[config.mk]
export PLATFORM = sky130hd
export DESIGN_NAME = id_exe_stage_reg_flat
export DESIGN_NICKNAME = d
export VERILOG_FILES = /design/src/rtl/id_exe_stage_reg_if.sv /design/src/rtl/id_exe_stage_reg.sv /design/src/flat_wrapper.sv
export SDC_FILE = /design/constraint.sdc
export NUM_CORES = 1
export LEC_CHECK = 0
export BUFFER_PORTS_ARGS = -buffer_cell sky130_fd_sc_hd__buf_4
export CAP_MARGIN = 40
export CORE_MARGIN = 3
export CORE_UTILIZATION = 41
export DETAILED_ROUTE_END_ITERATION = 6
export GPL_TIMING_DRIVEN = 0
export PLACE_DENSITY = 0.79
export SETUP_SLACK_MARGIN = 0.2
export SLEW_MARGIN = 30
export SYNTH_ARGS = -nofsm -noshare
export SYNTH_HDL_FRONTEND = slang
export SYNTH_SLANG_ARGS = --single-unit
[constraint.sdc]
create_clock -name clk -period 1.8 [get_ports clk]
set_input_delay 0.36 -clock clk [delete_from_list [all_inputs] [get_ports clk]]
set_output_delay 0.36 -clock clk [all_outputs]
set_load 0.1 [all_outputs]
[src/rtl/id_exe_stage_reg_if.sv]
// id_exe_stage_reg_if: the bus between ID, the ID->EXE register and EXE.
//   master : ID/hazard-context side. It drives the decoded id_* fields, the
//            flush/freeze/forwarding controls and the MEM-stage producer
//            info. It reads ex_*, hazard_stall and stall_cnt.
//   slave  : the ID->EXE register itself.
interface id_exe_stage_reg_if #(
  parameter int PAYLOAD_W = 96,
  parameter int CNT_W     = 16
);
  logic                 flush;
  logic                 freeze_ext;
  logic                 fw_en;
  logic                 id_valid;
  logic [3:0]           id_src1;
  logic [3:0]           id_src2;
  logic                 id_two_src;
  logic [3:0]           id_dest;
  logic                 id_wb_en;
  logic                 id_mem_r_en;
  logic                 id_mem_w_en;
  logic [3:0]           id_exe_cmd;
  logic [PAYLOAD_W-1:0] id_payload;
  logic [3:0]           mem_dest;
  logic                 mem_wb_en;

  logic                 ex_valid;
  logic [3:0]           ex_src1;
  logic [3:0]           ex_src2;
  logic [3:0]           ex_dest;
  logic                 ex_wb_en;
  logic                 ex_mem_r_en;
  logic                 ex_mem_w_en;
  logic [3:0]           ex_exe_cmd;
  logic [PAYLOAD_W-1:0] ex_payload;
  logic                 hazard_stall;
  logic [CNT_W-1:0]     stall_cnt;

  modport master (
    output flush, freeze_ext, fw_en, id_valid, id_src1, id_src2, id_two_src,
           id_dest, id_wb_en, id_mem_r_en, id_mem_w_en, id_exe_cmd,
           id_payload, mem_dest, mem_wb_en,
    input  ex_valid, ex_src1, ex_src2, ex_dest, ex_wb_en, ex_mem_r_en,
           ex_mem_w_en, ex_exe_cmd, ex_payload, hazard_stall, stall_cnt
  );

  modport slave (
    input  flush, freeze_ext, fw_en, id_valid, id_src1, id_src2, id_two_src,
           id_dest, id_wb_en, id_mem_r_en, id_mem_w_en, id_exe_cmd,
           id_payload, mem_dest, mem_wb_en,
    output ex_valid, ex_src1, ex_src2, ex_dest, ex_wb_en, ex_mem_r_en,
           ex_mem_w_en, ex_exe_cmd, ex_payload, hazard_stall, stall_cnt
  );
endinterface

[src/rtl/id_exe_stage_reg.sv]
// id_exe_stage_reg: ID->EXE pipeline register with built-in RAW hazard
// detection and a saturating bubble counter.
//   clk   : rising-edge clock
//   rst   : asynchronous reset, active low
//   bus   : id_exe_stage_reg_if.slave
//           in : flush, freeze_ext, fw_en, id_*, mem_dest, mem_wb_en
//           out: ex_* (registered EXE copies), hazard_stall (combinational),
//                stall_cnt (bubbles inserted, saturating)
module id_exe_stage_reg #(
  parameter int PAYLOAD_W = 96,
  parameter int CNT_W     = 16
) (
  input logic              clk,
  input logic              rst,
  id_exe_stage_reg_if.slave bus
);

  typedef struct packed {
    logic                 valid;
    logic [3:0]           src1;
    logic [3:0]           src2;
    logic [3:0]           dest;
    logic                 wb_en;
    logic                 mem_r_en;
    logic                 mem_w_en;
    logic [3:0]           exe_cmd;
    logic [PAYLOAD_W-1:0] payload;
  } ex_t;

  ex_t              ex_q, ex_d, id_pkt;
  logic [CNT_W-1:0] cnt_q, cnt_d;
  logic             m1, m2, raw_ex, raw_mem, hazard;

  always_comb begin
    id_pkt          = '0;
    id_pkt.valid    = bus.id_valid;
    id_pkt.src1     = bus.id_src1;
    id_pkt.src2     = bus.id_src2;
    id_pkt.dest     = bus.id_dest;
    id_pkt.wb_en    = bus.id_wb_en;
    id_pkt.mem_r_en = bus.id_mem_r_en;
    id_pkt.mem_w_en = bus.id_mem_w_en;
    id_pkt.exe_cmd  = bus.id_exe_cmd;
    id_pkt.payload  = bus.id_payload;
  end

  // R0 gets no special treatment. A bubble can never match because ex_valid
  // gates the EXE-side term.
  always_comb begin
    m1      = (bus.id_src1 == ex_q.dest) |
              (bus.id_two_src & (bus.id_src2 == ex_q.dest));
    m2      = (bus.id_src1 == bus.mem_dest) |
              (bus.id_two_src & (bus.id_src2 == bus.mem_dest));
    raw_ex  = ex_q.valid & ex_q.wb_en & m1;
    raw_mem = bus.mem_wb_en & m2;
    // With forwarding, only a load in EXE cannot be bypassed in time.
    hazard  = bus.id_valid & ~bus.flush &
              (bus.fw_en ? (raw_ex & ex_q.mem_r_en) : (raw_ex | raw_mem));
  end

  // Priority: flush > freeze_ext > hazard > load. While frozen, hazard_stall
  // can still be high, but nothing is counted until the freeze drops.
  always_comb begin
    ex_d  = ex_q;
    cnt_d = cnt_q;
    if (bus.flush) begin
      ex_d = '0;
    end else if (bus.freeze_ext) begin
      ex_d = ex_q;
    end else if (hazard) begin
      ex_d = '0;
      if (cnt_q != '1) cnt_d = cnt_q + 1'b1;
    end else begin
      ex_d = id_pkt;
    end
  end

  always_ff @(posedge clk or negedge rst) begin
    if (!rst) begin
      ex_q  <= '0;
      cnt_q <= '0;
    end else begin
      ex_q  <= ex_d;
      cnt_q <= cnt_d;
    end
  end

  assign bus.ex_valid     = ex_q.valid;
  assign bus.ex_src1      = ex_q.src1;
  assign bus.ex_src2      = ex_q.src2;
  assign bus.ex_dest      = ex_q.dest;
  assign bus.ex_wb_en     = ex_q.wb_en;
  assign bus.ex_mem_r_en  = ex_q.mem_r_en;
  assign bus.ex_mem_w_en  = ex_q.mem_w_en;
  assign bus.ex_exe_cmd   = ex_q.exe_cmd;
  assign bus.ex_payload   = ex_q.payload;
  assign bus.hazard_stall = hazard;
  assign bus.stall_cnt    = cnt_q;

endmodule

[src/flat_wrapper.sv]
// flat-port wrapper written by rule: the top's interface ports become plain ports
module id_exe_stage_reg_flat 
#(
  parameter int PAYLOAD_W = 96,
  parameter int CNT_W     = 16
)
  (clk, rst, bus_flush, bus_freeze_ext, bus_fw_en, bus_id_valid, bus_id_src1, bus_id_src2, bus_id_two_src, bus_id_dest, bus_id_wb_en, bus_id_mem_r_en, bus_id_mem_w_en, bus_id_exe_cmd, bus_id_payload, bus_mem_dest, bus_mem_wb_en, bus_ex_valid, bus_ex_src1, bus_ex_src2, bus_ex_dest, bus_ex_wb_en, bus_ex_mem_r_en, bus_ex_mem_w_en, bus_ex_exe_cmd, bus_ex_payload, bus_hazard_stall, bus_stall_cnt);
  id_exe_stage_reg_if #(.PAYLOAD_W(PAYLOAD_W), .CNT_W(CNT_W)) bus_i ();
  input logic clk;
  input logic rst;
  input wire logic [$bits(bus_i.flush)-1:0] bus_flush;
  input wire logic [$bits(bus_i.freeze_ext)-1:0] bus_freeze_ext;
  input wire logic [$bits(bus_i.fw_en)-1:0] bus_fw_en;
  input wire logic [$bits(bus_i.id_valid)-1:0] bus_id_valid;
  input wire logic [$bits(bus_i.id_src1)-1:0] bus_id_src1;
  input wire logic [$bits(bus_i.id_src2)-1:0] bus_id_src2;
  input wire logic [$bits(bus_i.id_two_src)-1:0] bus_id_two_src;
  input wire logic [$bits(bus_i.id_dest)-1:0] bus_id_dest;
  input wire logic [$bits(bus_i.id_wb_en)-1:0] bus_id_wb_en;
  input wire logic [$bits(bus_i.id_mem_r_en)-1:0] bus_id_mem_r_en;
  input wire logic [$bits(bus_i.id_mem_w_en)-1:0] bus_id_mem_w_en;
  input wire logic [$bits(bus_i.id_exe_cmd)-1:0] bus_id_exe_cmd;
  input wire logic [$bits(bus_i.id_payload)-1:0] bus_id_payload;
  input wire logic [$bits(bus_i.mem_dest)-1:0] bus_mem_dest;
  input wire logic [$bits(bus_i.mem_wb_en)-1:0] bus_mem_wb_en;
  output wire logic [$bits(bus_i.ex_valid)-1:0] bus_ex_valid;
  output wire logic [$bits(bus_i.ex_src1)-1:0] bus_ex_src1;
  output wire logic [$bits(bus_i.ex_src2)-1:0] bus_ex_src2;
  output wire logic [$bits(bus_i.ex_dest)-1:0] bus_ex_dest;
  output wire logic [$bits(bus_i.ex_wb_en)-1:0] bus_ex_wb_en;
  output wire logic [$bits(bus_i.ex_mem_r_en)-1:0] bus_ex_mem_r_en;
  output wire logic [$bits(bus_i.ex_mem_w_en)-1:0] bus_ex_mem_w_en;
  output wire logic [$bits(bus_i.ex_exe_cmd)-1:0] bus_ex_exe_cmd;
  output wire logic [$bits(bus_i.ex_payload)-1:0] bus_ex_payload;
  output wire logic [$bits(bus_i.hazard_stall)-1:0] bus_hazard_stall;
  output wire logic [$bits(bus_i.stall_cnt)-1:0] bus_stall_cnt;
  assign bus_i.flush = bus_flush;
  assign bus_i.freeze_ext = bus_freeze_ext;
  assign bus_i.fw_en = bus_fw_en;
  assign bus_i.id_valid = bus_id_valid;
  assign bus_i.id_src1 = bus_id_src1;
  assign bus_i.id_src2 = bus_id_src2;
  assign bus_i.id_two_src = bus_id_two_src;
  assign bus_i.id_dest = bus_id_dest;
  assign bus_i.id_wb_en = bus_id_wb_en;
  assign bus_i.id_mem_r_en = bus_id_mem_r_en;
  assign bus_i.id_mem_w_en = bus_id_mem_w_en;
  assign bus_i.id_exe_cmd = bus_id_exe_cmd;
  assign bus_i.id_payload = bus_id_payload;
  assign bus_i.mem_dest = bus_mem_dest;
  assign bus_i.mem_wb_en = bus_mem_wb_en;
  assign bus_ex_valid = bus_i.ex_valid;
  assign bus_ex_src1 = bus_i.ex_src1;
  assign bus_ex_src2 = bus_i.ex_src2;
  assign bus_ex_dest = bus_i.ex_dest;
  assign bus_ex_wb_en = bus_i.ex_wb_en;
  assign bus_ex_mem_r_en = bus_i.ex_mem_r_en;
  assign bus_ex_mem_w_en = bus_i.ex_mem_w_en;
  assign bus_ex_exe_cmd = bus_i.ex_exe_cmd;
  assign bus_ex_payload = bus_i.ex_payload;
  assign bus_hazard_stall = bus_i.hazard_stall;
  assign bus_stall_cnt = bus_i.stall_cnt;
  id_exe_stage_reg #(.PAYLOAD_W(PAYLOAD_W), .CNT_W(CNT_W)) u_core (.clk(clk), .rst(rst), .bus(bus_i));
endmodule
==> flow_metrics.tcl, run 1 <==
set metrics [dict create \
    required_ps 1440 \
    clockPowerShare_pct 36.5 \
    syn_to_final_growth_pct 74.1 \
    fin_ws_ps -496 \
    drt_first_pass_iters 4 \
    initial_core_util_pct 42.3 \
    status "finished, violations left" \
    p_int_w 0.00571 \
    grt_util_all_layers_pct 22.4 \
    p_leak_nw 4.63 \
    violations "setup timing" \
    worst-path-max-fanout 3 \
    io_pins 260 \
    max_freq_ghz 0.436 \
    hold_class "in2reg" \
    power_frac_seq_pct 37.4 \
    ys_types 31 \
    synth_seq_cells 132 \
    syn_nets 496 \
    vias_per_cell 5.22 \
    die_w_um 118 \
    maxCapViolCount 0 \
    hpwl_um 10900 \
    switching_share_pct 34.1 \
    drive_above_1_share_pct 56.9 \
    antenna_left 0 \
    drtIter0Drc 274 \
    layout_common_cells "269 x buf_4, 115 x a22o_1, 110 x dfrtp_1" \
    first_global_vias 4633 \
    hold_viol_final 0 \
    synth-seq-area-share_pct 64.5 \
    synth_top_area_share_pct 64.5 \
    clk_latency_ps 410 \
    grtUsageMet2_pct 38.1 \
    synth_area_leaders "dfrtp_1 65%, a22o_1 20%, xnor2_1 2.9%" \
    setup_tns_ps -54370 \
    clk_path_buf_depth 2 \
    syn-cell-area_sq_um 5120 \
    cp.arrival_ps 1940 \
    setup.worst_path.end_class "output port" \
    port_buffers 259 \
    ys_dominant_reg_cell "dfrtp_1" \
    cts_tree "done" \
    cts_inserted_buffers 17 \
    skew_ps 6.17 \
    p_switching_w 0.00296 \
    grt_busiest_layer "met2" \
    antenna_found_initial 0 \
    wirelength_um 16200 \
    grt_pass1_wl_um 24800 \
    vdd_drop_max_v 0.000632 \
    core_area_sq_um 12100 \
    relSlewSlack_pct 63.1 \
    placementRows 40 \
    power_frac_comb_pct 26.1 \
    route.detailed.drc 0 \
    power.density_nw_per_um2 973 \
    layout_commonest_cell "buf_4" \
    synth_cells 368 \
    nets 816 \
    synth_top_area_cell "dfrtp_1" \
    fp.dieH_um 118 \
    synthArstFlopShare_pct 100 \
    gr-usage-met3_pct 7.45 \
    critPathKind "reg2out" \
    grt_max_degree 76 \
    period_minus_slack_ps 2300 \
    vias 4534 \
    worst_pin_slew_ps 553 \
    rsz0062_at_grt "true" \
    ys_warn_count 0 \
    postSynthAreaPerCell_sq_um 13.9 \
    post-place-ws_ps -435 \
    cp-start-kind "register" \
    period_share_pct 128 \
    maxSlewViolCount 0 \
    clk_pin_slew_worst_paths_ps 60 \
    finalWeightedCongestion 0.807 \
    grt.met1_usage_pct 26.7 \
    finalSetupViolCount 131 \
    grt_overflow 0 \
    antennaDiodeCount 0 \
    cts_root_buf "clkbuf_16" \
    fin_total_pwr_w 0.00867 \
    htree_levels 4 \
    synth_edf_count 0 \
    die_area_sq_um 13900 \
    wl_per_cell_um 18.7 \
    cts.sinks 132 \
]
power groups by stage:
stage | logic [W] | registers [W] | clock network, W
after CTS | 0.00216 | 0.00324 | 0.00320
after floorplan | 0.000290 | 0.00442 | 0
after global routing | 0.00234 | 0.00326 | 0.00337
after detailed placement | 0.00209 | 0.00329 | 0
after global placement | 0.00205 | 0.00328 | 0
final | 0.00227 | 0.00324 | 0.00316
final timing paths:
| kind | from | to | slack (ps) | cells after the start |
|---|---|---|---|---|
| max | u_core.bus.ex_dest[3] | bus_hazard_stall | -500 | 7 |
| min | bus_id_payload[42] | u_core.bus.ex_payload[42] | 160 | 2 |
| max reg2reg | u_core.bus.ex_dest[3] | u_core.bus.ex_payload[60] | -480 | 11 |
| min reg2reg | u_core.bus.stall_cnt[8] | u_core.bus.stall_cnt[8] | 480 | 1 |
| max in group asynchronous | rst | u_core.bus.ex_wb_en | 590 | 3 |
| min in group asynchronous | rst | u_core.bus.ex_exe_cmd[2] | 500 | 2 |
worst max-delay path, stage by stage (launching register included):
cell     delay, ps
dfrtp_4        510
xnor2_2        150
nand4_1        130
o22ai_2        250
o21ai_4        100
buf_6          130
nor2_4          90
buf_12         180
metrics by stage:
step                area (sq um)  util (%)  std cells  hold slack (ps)
floorplan                   5270         -        368             64.4
global placement            7430      61.3        795              465
detailed placement          7460      61.6        796              367
CTS                         8460      69.9        848              135
global route                8910      73.6        869              149
finish                      8910      73.6        869              163
cell usage after synthesis (2+ instances only):
cell type	n
nor2_1	6
xor2_1	14
o21ai_2	2
buf_6	7
and3_1	3
xnor2_1	17
clkbuf_1	13
nand2_1	11
inv_1	4
nor4_1	4
a22o_1	115
dfrtp_1	132
buf_2	7
nor3_1	6
nor4_2	3
nand3_1	6
nand4_1	3
and2_1	2
sequential cells by signal, indices dropped and copies added, names as in the netlist:
signal / cells
u_core.bus.ex_valid: 1
u_core.bus.ex_payload: 96
u_core.bus.ex_src2: 4
u_core.bus.stall_cnt: 16
u_core.bus.ex_exe_cmd: 4
u_core.bus.ex_dest: 4
u_core.bus.ex_wb_en: 1
u_core.bus.ex_src1: 4
u_core.bus.ex_mem_r_en: 1
u_core.bus.ex_mem_w_en: 1
per-layer routing:
metal	vias to the layer above	routed length, um
met2	235	8310
li1	2023	-
met5	-	0
met1	2244	6110
met3	32	1430
met4	0	376
timing repair:
item,CTS,global route
hold endpoints to repair,74,0
hold buffers,1,0
gates resized for setup,41,41
endpoints found under the setup margin,132,138
gates cloned,2,7
pin swaps,28,16
buffers inserted,17,14
cell type report:
cell class | instances | area (sq um)
well taps | 168 | 210
fillers | 808 | 3200
flip-flops and latches | 132 | 3350
clock inverters | 13 | 113
plain buffers | 28 | 260
inverters | 4 | 15.0
repair buffers | 301 | 2610
clock buffers | 19 | 433
multi-input cells | 204 | 1920
cells by family (layout without fill, tap and decap cells):
| logic type | Yosys count | after routing | share of synthesized area, % |
|---|---|---|---|
| DFF | 132 | 132 | 64.5 |
| AOI/OAI and AO/OA | 122 | 122 | 20.8 |
| and+or+nand+nor | 49 | 49 | 5.28 |
| buffers and inverters | 32 | 365 | 3.62 |
| xor gates and xnor gates | 31 | 31 | 5.30 |
| adders and majority gates | 1 | 1 | 0.244 |
| muxes | 1 | 1 | 0.220 |
Note: power is estimated with default switching activity, not from simulation.
==> run 2: changes to the inputs <==
--- a/config.mk
+++ b/config.mk
@@ -5,13 +5,14 @@
 export SDC_FILE = /design/constraint.sdc
 export NUM_CORES = 1
 export LEC_CHECK = 0
-export BUFFER_PORTS_ARGS = -buffer_cell sky130_fd_sc_hd__buf_4
 export CAP_MARGIN = 40
 export CORE_MARGIN = 3
-export CORE_UTILIZATION = 41
+export CORE_UTILIZATION = 50
 export DETAILED_ROUTE_END_ITERATION = 6
+export DONT_BUFFER_PORTS = 1
 export GPL_TIMING_DRIVEN = 0
-export PLACE_DENSITY = 0.79
+export PLACE_DENSITY = 0.71
+export RECOVER_POWER = 100
 export SETUP_SLACK_MARGIN = 0.2
 export SLEW_MARGIN = 30
 export SYNTH_ARGS = -nofsm -noshare
==> run 2 against run 1 <==
  * The run now fails in clock tree synthesis (4_1_cts)
  * Synthesized cell count unchanged
  * Area after synthesis unchanged
==> flow_metrics.tcl, run 2 <==
set metrics [dict create \
    cts_inserted_buffers 17 \
    cts_root_buf "clkbuf_8" \
    fp.dieH_um 107 \
    ys_warn_count 0 \
    cts_setup_buffers 12 \
    synth.most_common_cell "dfrtp_1" \
    initial_core_util_pct 51.9 \
    ys_types 31 \
    postSynthAreaPerCell_sq_um 13.9 \
    syn_nets 496 \
    stop_stage "clock tree synthesis (4_1_cts)" \
    htree_levels 4 \
    synthArstFlopShare_pct 100 \
    synth_top_area_cell "dfrtp_1" \
    dp_cells 657 \
    status "stopped before the end" \
    hpwl_um 13800 \
    ys_dominant_reg_cell "dfrtp_1" \
    synth_cells 368 \
    clk_path_buf_depth 2 \
    post-place-ws_ps -668 \
    io_pins 260 \
    postCtsHoldBufs 111 \
    synth_edf_count 0 \
    error "[ERROR DPL-0038] Utilization greater than 100%, impossible to legalize" \
    cts-resized-gates 91 \
    die_w_um 107 \
    placementRows 36 \
    cts.sinks 132 \
    synth_top_area_share_pct 64.5 \
    synth-seq-area-share_pct 64.5 \
    syn-cell-area_sq_um 5120 \
    finalWeightedCongestion 0.783 \
    synth_area_leaders "dfrtp_1 65%, a22o_1 20%, xnor2_1 2.9%" \
    synth_seq_cells 132 \
    synthTopCellsByCount "132 x dfrtp_1, 115 x a22o_1, 17 x xnor2_1, 14 x xor2_1, 13 x clkbuf_1" \
    port_buffers 0 \
]
==> run 2: per-stage QoR <==
step | area (sq um) | hold slack, ps | util [%]
after floorplan | 5270 | 64.4 | -
after global placement | 5440 | 66.8 | 55.1
after detailed placement | 8090 | 67.6 | 82.0
==> run 2: cell families after synthesis <==
| family | after synthesis | synth area share, % |
|---|---|---|
| AOI/OAI and AO/OA | 122 | 20.8 |
| xor gates and xnor gates | 31 | 5.30 |
| adders and majority gates | 1 | 0.244 |
| buffers and inverters | 32 | 3.62 |
| DFF | 132 | 64.5 |
| muxes | 1 | 0.220 |
| and+or+nand+nor | 49 | 5.28 |
==> run 3: changes to the inputs <==
--- a/config.mk
+++ b/config.mk
@@ -7,13 +7,12 @@
 export LEC_CHECK = 0
 export CAP_MARGIN = 40
 export CORE_MARGIN = 3
-export CORE_UTILIZATION = 50
+export CORE_UTILIZATION = 35
 export DETAILED_ROUTE_END_ITERATION = 6
 export DONT_BUFFER_PORTS = 1
 export GPL_TIMING_DRIVEN = 0
-export PLACE_DENSITY = 0.71
+export PLACE_DENSITY_LB_ADDON = 0.15
 export RECOVER_POWER = 100
-export SETUP_SLACK_MARGIN = 0.2
 export SLEW_MARGIN = 30
 export SYNTH_ARGS = -nofsm -noshare
 export SYNTH_HDL_FRONTEND = slang
==> constraint.sdc (replaced) <==
create_clock -name clk -period 2.35 [get_ports clk]
set_input_delay 0.47 -clock clk [delete_from_list [all_inputs] [get_ports clk]]
set_output_delay 0.47 -clock clk [all_outputs]
set_load 0.1 [all_outputs]
==> run 3 against run 2 <==
  * The flow now finishes, with violations (hold timing, setup timing)
==> flow_metrics.tcl, run 3 (synthesis results as in run 1) <==
set metrics [dict create \
    status "finished, violations left" \
    violations "hold timing, setup timing" \
    rsz0062_at_grt "true" \
    maxCapViolCount 0 \
    hpwl_um 12000 \
    layoutNonFillerInstCount 793 \
    cts_inserted_buffers 17 \
    htree_levels 4 \
    cts_tree "done" \
    largest_reg_flops 96 \
    clk_path_buf_depth 2 \
    antennaDiodeCount 0 \
    p_int_w 0.00449 \
    max_freq_ghz 0.352 \
    fp.dieH_um 127 \
    cp.arrival_ps 2370 \
    finalSetupViolCount 106 \
    layout_common_cells "118 x dfrtp_1, 115 x a22o_1, 79 x dlymetal6s2s_1" \
    p_switching_w 0.00222 \
    io_pins 260 \
    grt_max_degree 133 \
    setup.worst_path.end_class "output port" \
    clockPowerShare_pct 39.5 \
    drtIter0Drc 198 \
    drt_first_pass_iters 4 \
    placementRows 43 \
    port_buffers 0 \
    hold_class "in2async" \
    dp_cells 723 \
    fin_ws_ps -491 \
    clk_pin_slew_worst_paths_ps 60 \
    period_minus_slack_ps 2840 \
    required_ps 1880 \
    vias_per_cell 5.15 \
    hold_viol_final 132 \
    syn_to_final_growth_pct 66.1 \
    cts_root_buf "clkbuf_16" \
    finalWeightedCongestion 0.759 \
    crit_slowest_cell "dfrtp_4" \
    power.density_nw_per_um2 790 \
    period_share_pct 121 \
    grt_util_all_layers_pct 20.5 \
    fin_hold_ws_ps -255 \
    drive_above_1_share_pct 20.6 \
    power_frac_comb_pct 21.0 \
    vias 4081 \
    first_global_vias 4415 \
    fin_total_pwr_w 0.00672 \
    antenna_left 0 \
    skew_ps 10.5 \
    layout_commonest_cell "dfrtp_1" \
    wl_per_cell_um 21.8 \
    wirelength_um 17300 \
    critPathKind "reg2out" \
    nets 728 \
    switching_share_pct 33.1 \
    worst-path-max-fanout 4 \
    vdd_drop_max_v 0.000629 \
    cp-start-kind "register" \
    die_area_sq_um 16100 \
    die_w_um 127 \
    clk_latency_ps 420 \
    grt_pass1_wl_um 25200 \
    p_leak_nw 4.94 \
    antenna_found_initial 0 \
    relSlewSlack_pct 31.5 \
    route.detailed.drc 0 \
    maxSlewViolCount 0 \
    cts.sinks 132 \
    core_area_sq_um 14100 \
    worst_pin_slew_ps 1030 \
    max_stage_delay_ps 640 \
    grt_overflow 0 \
    rrSetupSlack_ps -260 \
    power_frac_seq_pct 39.5 \
    initial_core_util_pct 36.3 \
    path_cells "xnor2_2 > nand4_1 > o22ai_2 > o21ai_4 > buf_8 > nor2_4" \
]
run 3: path summary, 6_finish.rpt:
kind                                       start                   endpoint  depth (start not counted)
setup reg to reg           u_core.bus.ex_dest[0]  u_core.bus.ex_payload[62]                         12
hold / removal                               rst   u_core.bus.ex_payload[0]                          0
setup / recovery           u_core.bus.ex_dest[0]           bus_hazard_stall                          6
min in group clk                       bus_flush        u_core.bus.ex_valid                          1
max in group asynchronous                    rst      u_core.bus.ex_dest[3]                          0
hold reg to reg            u_core.bus.ex_src1[3]      u_core.bus.ex_src1[3]                          1
run 3: layout make-up:
class / instances / area (sq um)
Fill cell: 1051 / 5590
Tap cell: 180 / 225
Clock buffer: 21 / 470
Sequential cell: 132 / 3340
Multi-Input combinational cell: 204 / 1730
Buffer: 27 / 272
Clock inverter: 11 / 125
Inverter: 4 / 15.0
Timing Repair Buffer: 214 / 2320
run 3: what timing repair did:
item | 4_1_cts | 5_1_grt
pin swaps | 9 | 7
cloned | 0 | 6
gates resized for setup | 13 | 47
setup buffers | 4 | 10
setup endpoints to repair | 14 | 126
endpoints found under the hold margin | 132 | 132
run 3: worst max-delay path, delay by kind of cell (launching register included):
family | cells | cell delay (ps)
buffers and inverters | 1 | 140
AOI/OAI and AO/OA | 2 | 360
DFF | 1 | 640
xor gates and xnor gates | 1 | 200
and+or+nand+nor | 2 | 620
run 3: power groups by stage:
stage	sequential, W	clock (W)	combinational, W
6_report	0.00266	0.00265	0.00141
3_3_place_gp	0.00342	0	0.000249
2_1_floorplan	0.00338	0	0.000211
3_5_place_dp	0.00281	0	0.00153
4_1_cts	0.00277	0.00270	0.00154
5_1_grt	0.00267	0.00281	0.00146
run 3: through the flow:
stage               instance area [sq um]  setup TNS (ps)  setup WS, ps  util, %
floorplan                            5170           -5.94         -5.94        -
global placement                     5400           -3690          -312     38.3
detailed placement                   8430           -1760          -189     59.8
CTS                                  9140           -1980          -505     64.8
global route                         8500          -24910          -588     60.3
finish                               8500          -15050          -491     60.3
run 3: routing by layer:
metal	GRT usage (%)	vias to the layer above	wire [um]
met1	22.6	2027	6320
met3	7.96	22	1350
met2	36.2	181	9280
met4	7.13	0	302
li1	-	1851	-
met5	0	-	0
